$ cat src/rtl/msg_tx_sched_pkg.sv
// Shared constants for the message transmit scheduler: state codes, framing
// characters and the per-requester frame templates.
package msg_pkg;

  typedef logic [1:0] state_t;

  localparam state_t IDLE = 2'd0;
  localparam state_t LOAD = 2'd1;
  localparam state_t WAIT = 2'd2;
  localparam state_t GAP  = 2'd3;

  localparam logic [7:0] HASH     = 8'h23;
  localparam logic [7:0] ARG_SLOT = 8'h3F;

  localparam int MAX_LEN = 11;

  // Templates are left-aligned: byte 0 of the frame is the most significant byte.
  localparam logic [8*MAX_LEN-1:0] TPL_FAULT = {"IFM-?-#", 32'h0};
  localparam logic [8*MAX_LEN-1:0] TPL_PICK  = "PBM-SU-B?-#";
  localparam logic [8*MAX_LEN-1:0] TPL_DROP  = "DBM-SU-B?-#";
  localparam logic [8*MAX_LEN-1:0] TPL_END   = {"END-#", 48'h0};

  function automatic logic [7:0] template_byte(input logic [1:0] req_id, input logic [3:0] idx);
    logic [8*MAX_LEN-1:0] tpl;
    logic [7:0]           b;
    case (req_id)
      2'd0:    tpl = TPL_FAULT;
      2'd1:    tpl = TPL_PICK;
      2'd2:    tpl = TPL_DROP;
      default: tpl = TPL_END;
    endcase
    // Out-of-range indices read as the terminator so a frame can never run on.
    b = HASH;
    for (int i = 0; i < MAX_LEN; i++) begin
      if (idx == 4'(i)) b = tpl[8*(MAX_LEN-1-i) +: 8];
    end
    return b;
  endfunction

endpackage

$ cat src/rtl/msg_tx_sched_rr_arbiter.sv
// Round-robin arbiter: one-hot grant, search starts one past the last winner.
module rr_arbiter #(
  parameter int NUM_REQ = 4
) (
  input  logic               clk_50M,
  input  logic               rst_n,
  input  logic [NUM_REQ-1:0] req,
  input  logic               en,
  output logic [NUM_REQ-1:0] grant
);

  localparam int IDX_W = (NUM_REQ > 1) ? $clog2(NUM_REQ) : 1;

  logic [IDX_W-1:0] ptr_reg;
  logic [IDX_W-1:0] base;
  logic [IDX_W-1:0] win_idx;
  logic             found;

  always_comb begin
    base    = (ptr_reg == IDX_W'(NUM_REQ-1)) ? '0 : ptr_reg + 1'b1;
    win_idx = base;
    found   = 1'b0;
    for (int i = 0; i < NUM_REQ; i++) begin
      if (!found && req[(int'(base) + i) % NUM_REQ]) begin
        found   = 1'b1;
        win_idx = IDX_W'((int'(base) + i) % NUM_REQ);
      end
    end
  end

  genvar gi;
  generate
    for (gi = 0; gi < NUM_REQ; gi++) begin : g_grant
      assign grant[gi] = found && (win_idx == IDX_W'(gi));
    end
  endgenerate

  // Pointer resets to the last slot so requester 0 is searched first.
  always_ff @(posedge clk_50M or negedge rst_n) begin
    if (!rst_n)
      ptr_reg <= IDX_W'(NUM_REQ-1);
    else if (en && found)
      ptr_reg <= win_idx;
  end

endmodule

$ cat src/rtl/msg_tx_sched.sv
// Shares uart_tx among the message sources: grants round-robin, expands the
// granted template into a '#'-terminated frame and paces it byte by byte.
module msg_tx_sched
  import msg_pkg::*;
#(
  parameter int NUM_REQ        = 4,
  parameter int GAP_CYCLES     = 16,
  parameter int TIMEOUT_CYCLES = 10000
) (
  input  logic                 clk_50M,
  input  logic                 rst_n,
  input  logic [NUM_REQ-1:0]   req,
  input  logic [NUM_REQ*8-1:0] arg,
  input  logic                 tx_done,
  output logic [7:0]           tx_data,
  output logic                 tx_start,
  output logic [NUM_REQ-1:0]   ack,
  output logic [1:0]           grant_id,
  output logic                 busy,
  output logic                 timeout_err
);

  localparam int CNT_W = $clog2(TIMEOUT_CYCLES);
  localparam logic [CNT_W-1:0] TMO_LAST = CNT_W'(TIMEOUT_CYCLES - 1);
  localparam logic [CNT_W-1:0] GAP_LAST = CNT_W'(GAP_CYCLES - 1);

  state_t             state_reg;
  logic [3:0]         byte_idx_reg;
  logic [7:0]         arg_reg;
  logic [CNT_W-1:0]   cnt_reg;
  logic [NUM_REQ-1:0] grant_oh;
  logic [1:0]         grant_idx;
  logic               arb_en;
  logic [7:0]         tpl_byte;
  logic [NUM_REQ-1:0] ack_vec;

  assign arb_en = (state_reg == IDLE) && (|req);

  rr_arbiter #(.NUM_REQ(NUM_REQ)) u_arb (
    .clk_50M (clk_50M),
    .rst_n   (rst_n),
    .req     (req),
    .en      (arb_en),
    .grant   (grant_oh)
  );

  always_comb begin
    grant_idx = '0;
    for (int i = 0; i < NUM_REQ; i++) begin
      if (grant_oh[i]) grant_idx = 2'(i);
    end
  end

  assign tpl_byte = template_byte(grant_id, byte_idx_reg);
  assign ack_vec  = NUM_REQ'(1) << grant_id;
  assign busy     = (state_reg != IDLE);

  // cnt_reg is the per-byte timeout timer in WAIT and the spacing counter in GAP.
  always_ff @(posedge clk_50M or negedge rst_n) begin
    if (!rst_n) begin
      state_reg    <= IDLE;
      byte_idx_reg <= '0;
      arg_reg      <= '0;
      cnt_reg      <= '0;
      tx_data      <= 8'h00;
      tx_start     <= 1'b0;
      ack          <= '0;
      grant_id     <= '0;
      timeout_err  <= 1'b0;
    end else begin
      tx_start    <= 1'b0;
      ack         <= '0;
      timeout_err <= 1'b0;
      case (state_reg)
        IDLE: begin
          if (|req) begin
            grant_id     <= grant_idx;
            arg_reg      <= arg[8*grant_idx +: 8];
            byte_idx_reg <= '0;
            state_reg    <= LOAD;
          end
        end
        LOAD: begin
          tx_data   <= (tpl_byte == ARG_SLOT) ? arg_reg : tpl_byte;
          tx_start  <= 1'b1;
          cnt_reg   <= '0;
          state_reg <= WAIT;
        end
        WAIT: begin
          // A tx_done on the expiry cycle still counts as a normal completion.
          if (tx_done) begin
            if (tx_data == HASH) begin
              ack       <= ack_vec;
              cnt_reg   <= '0;
              state_reg <= GAP;
            end else begin
              byte_idx_reg <= byte_idx_reg + 4'd1;
              state_reg    <= LOAD;
            end
          end else if (cnt_reg == TMO_LAST) begin
            ack         <= ack_vec;
            timeout_err <= 1'b1;
            cnt_reg     <= '0;
            state_reg   <= GAP;
          end else begin
            cnt_reg <= cnt_reg + 1'b1;
          end
        end
        GAP: begin
          if (cnt_reg == GAP_LAST)
            state_reg <= IDLE;
          else
            cnt_reg <= cnt_reg + 1'b1;
        end
        default: state_reg <= IDLE;
      endcase
    end
  end

endmodule
$ cat config.mk
export PLATFORM = sky130hd
export DESIGN_NAME = msg_tx_sched
export DESIGN_NICKNAME = d
export VERILOG_FILES = /design/src/rtl/msg_tx_sched_pkg.sv /design/src/rtl/msg_tx_sched_rr_arbiter.sv /design/src/rtl/msg_tx_sched.sv
export SDC_FILE = /design/constraint.sdc
export NUM_CORES = 1
export LEC_CHECK = 0
export BUFFER_PORTS_ARGS = -buffer_cell sky130_fd_sc_hd__buf_2
export CAP_MARGIN = 20
export CORE_MARGIN = 1
export CORE_UTILIZATION = 56
export CTS_CLUSTER_SIZE = 20
export DETAILED_ROUTE_END_ITERATION = 8
export PLACE_DENSITY_LB_ADDON = 0.08
export SYNTH_ARGS = -nofsm -noshare
export SYNTH_HDL_FRONTEND = slang
export SYNTH_SLANG_ARGS = --single-unit
$ cat constraint.sdc
create_clock -name clk_50M -period 2.6 [get_ports clk_50M]
set_input_delay 0.65 -clock clk_50M [delete_from_list [all_inputs] [get_ports clk_50M]]
set_output_delay 0.65 -clock clk_50M [all_outputs]
set_load 0.1 [all_outputs]
==> flow_summary_export.csv <==
group,metric,value,unit
final_layout,syn2layout_area_growth,16.2,%
grt,grt_overflow,0,
setup_path,r2r_start,"byte_idx_reg[0]",
placed_design,hpwl,5350,µm
route,ant_nets,0,
clock_tree,cts_tree,"done",
setup_path,worstPathArrival,2580,ps
timing,relSlewSlack,47.0,%
route,post_drt_wl_per_cell,15.1,µm
die,rows,26,
final_layout,final_net_count,442,
clock_tree,cts_resized,0,
clock_tree,clkSlewWorstSetupHoldPaths,80,ps
clock_tree,cts_root_buffer,"clkbuf_8",
final_layout,instances_no_fill,463,
yosys,synth-main-ff-cell,"dfrtp_1",
final_layout,largest_reg_flops,14,
yosys,synth_top_area_share,36.9,%
route,wl_met3,355,µm
die,dieArea,5620,µm²
final_layout,num-fill-cells,429,
setup_path,slowest_delay,420,ps
placed_design,placed_area,3360,µm²
yosys,synth.area.top_cells,"dfrtp_1 37%, mux2i_1 5.4%, o21ai_0 4.9%",
timing,drv_slew,0,
route,first_pass_iters,4,
setup_path,path_cells,"inv_1 > ha_1 > buf_4 > nor2_1 > a21oi_1 > a311oi_2 > o2111ai_1 > o221a_2",
route,met1Wirelength,3080,µm
clock_tree,clk_latency,290,ps
timing,finalSetupViolations,0,
route,viasPerCell,5.92,
route,drc,0,
setup_path,cp_slowest_cell,"dfrtp_1",
setup_path,crit_path_start,"byte_idx_reg[0]",
clock_tree,htree_levels,2,
pwr,ir_drop,0.715,mV
die,dieHeight,75.0,µm
grt,grt_pass1_wl,10800,µm
route,drt-total-wl,6990,µm
final_layout,postLayoutCellArea,3470,µm²
die,io_pins,56,
timing,layout_min_cycle_time,2400,ps
yosys,async_reset_ff_share,100,%
final_layout,ff_latch_area,1160,µm²
yosys,avgSynthCellArea,8.95,µm²
setup_path,cp_top_family,"compound AO/OA/AOI/OAI gates",
yosys,yosysSeqAreaShare,38.7,%
timing,timing_hold_violations_final,0,
yosys,synth_top_area_cell,"dfrtp_1",
setup_path,cp-end-kind,"register",
yosys,mappedNetlistArea,2980,µm²
route,initialDrtViolationCount,144,
yosys,ys_types,59,
pwr,power_density,1220,nW/µm²
clock_tree,cts_sinks,46,
status,status,"complete, no violations",
setup_path,startpoint_type,"register",
clock_tree,cts_inserted_buffers,5,
pwr,p_leak,1.59,nW
yosys,synth_cells,333,
yosys,synth_edf_count,0,
clock_tree,cts_setup_buffers,0,
timing,worst_clock_skew,4.13,ps
grt,antenna_found_initial,0,
timing,period_share,92.3,%
route,wl_met2,3480,µm
placed_design,io_buffers,55,
timing,rsz0062_at_grt,"false",
timing,fmax,417,MHz
final_layout,n_antenna_cell,0,
setup_path,worstSetupPathType,"register to register",
grt,grt_max_degree,38,
grt,grt_usage,25.3,%
run,max-cap-violations,0,
final_layout,drive_gt1_share,23.7,%
worst_hold_path,min_path_type,"primary input to async pin",
setup_path,crit_required,2780,ps
route,via_count,2743,
setup_path,critPathMaxFanout,10,
final_layout,multi_input_area,1720,µm²
yosys,ys_warn_count,0,
timing,max_slew.worst_pin.slew,794,ps
route,highest_layer,"met4",
clock_tree,cts_buffer_depth,2,
die,die_w,75.0,µm
clock_tree,ctsHoldBuffers,0,
die,coreArea,5110,µm²
placed_design,dp_cells,455,
placed_design,routabilityCongestion,0.962,
setup_path,crit_buf_inv,2,
yosys,syn_nets,383,
yosys,synth_seq_cells,46,
grt,first_global_vias,2386,
die,start_util,58.4,%
timing,tns,0,ps
## worst paths after layout
kind | endpoint | slack [ps] | depth (start not counted)
min reg2reg | u_arb.ptr_reg[1] | 500 | 2
max reg2reg | tx_data[1] | 200 | 8
min | cnt_reg[3] | 440 | 1
min in group clk_50M | u_arb.ptr_reg[1] | 500 | 2
max in group asynchronous | arg_reg[6] | 1560 | 2
max | tx_data[1] | 200 | 8
## kinds of logic (layout without fill, tap and decap cells)
group                      count (synthesis)  count (layout)  synth area share [%]
DFF                                       46              46                  38.7
and+or+nand+nor                          132             132                  23.3
adders and majority gates                 11              11                  4.62
xor gates and xnor gates                   7               7                  2.06
AOI/OAI and AO/OA                         95              95                  21.4
muxes                                     18              18                  6.13
buffers and inverters                     24              84                  3.82
## power by group
part           total, mW  switching, mW  internal (mW)
clock              0.518          0.231          0.288
sequential          1.19          0.244          0.947
combinational       2.52           1.65          0.869
## per-layer routing
layer / vias to the layer above / GRT usage, %
met5: - / 0
met4: 0 / 6.29
met3: 8 / 4.42
met2: 99 / 45.0
met1: 1305 / 31.7
li1: 1331 / -
## cell type report
type	instances	area share [%]
tap	70	2.53
multi-input combinational	263	49.6
inverter	10	1.08
clock inverter	1	0.866
timing repair buffer	66	10.3
clock buffer	7	2.20
sequential	46	33.4
## synthesized netlist by cell type (all sizes together), types with 6 or more instances
cell type,instances
inv,9
and2,7
dfrtp,44
nor2,30
nand4,6
ha,11
mux2i,16
nand3,9
nor4,8
xor2,6
nor3,10
clkbuf,10
nand2,29
nor2b,10
a21oi,21
o2bb2ai,8
nand2b,8
o21ai,30
## per-stage QoR
step	setup WS [ps]	hold WS [ps]	power (mW)	util, %
2_1_floorplan	9.35	354	3.11	-
3_3_place_gp	319	473	3.67	65.8
3_5_place_dp	245	482	3.69	65.8
4_1_cts	232	465	4.22	67.9
5_1_grt	63.8	496	4.50	67.9
6_report	201	437	4.23	67.9
## worst reg2reg max path: stages, from the launching register on
cell       delay [ps]
dfrtp_1           420
inv_1             100
ha_1              300
buf_4             200
nor2_1            140
a21oi_1           120
a311oi_2          420
o2111ai_1         280
o221a_2           310
## cell usage in the layout (no fill, tap or decap), types with 3 or more instances in the layout
| master | count |
|---|---|
| buf_2 | 55 |
| dfrtp_1 | 42 |
| nor2_1 | 30 |
| nand2_1 | 29 |
| o21ai_0 | 29 |
| a21oi_1 | 20 |
| mux2i_1 | 16 |
| ha_1 | 11 |
| buf_4 | 11 |
| nor2b_1 | 10 |
| nor3_1 | 10 |
| inv_1 | 9 |
| nand3_1 | 9 |
| nand2b_1 | 8 |
| o2bb2ai_1 | 8 |
| nor4_1 | 7 |
| and2_1 | 7 |
| nand4_1 | 6 |
| xor2_1 | 6 |
| clkbuf_8 | 5 |
| and3_1 | 4 |
| o31a_1 | 4 |
| o31ai_1 | 4 |
| a21o_1 | 3 |
(Power assumes the default switching activity.)
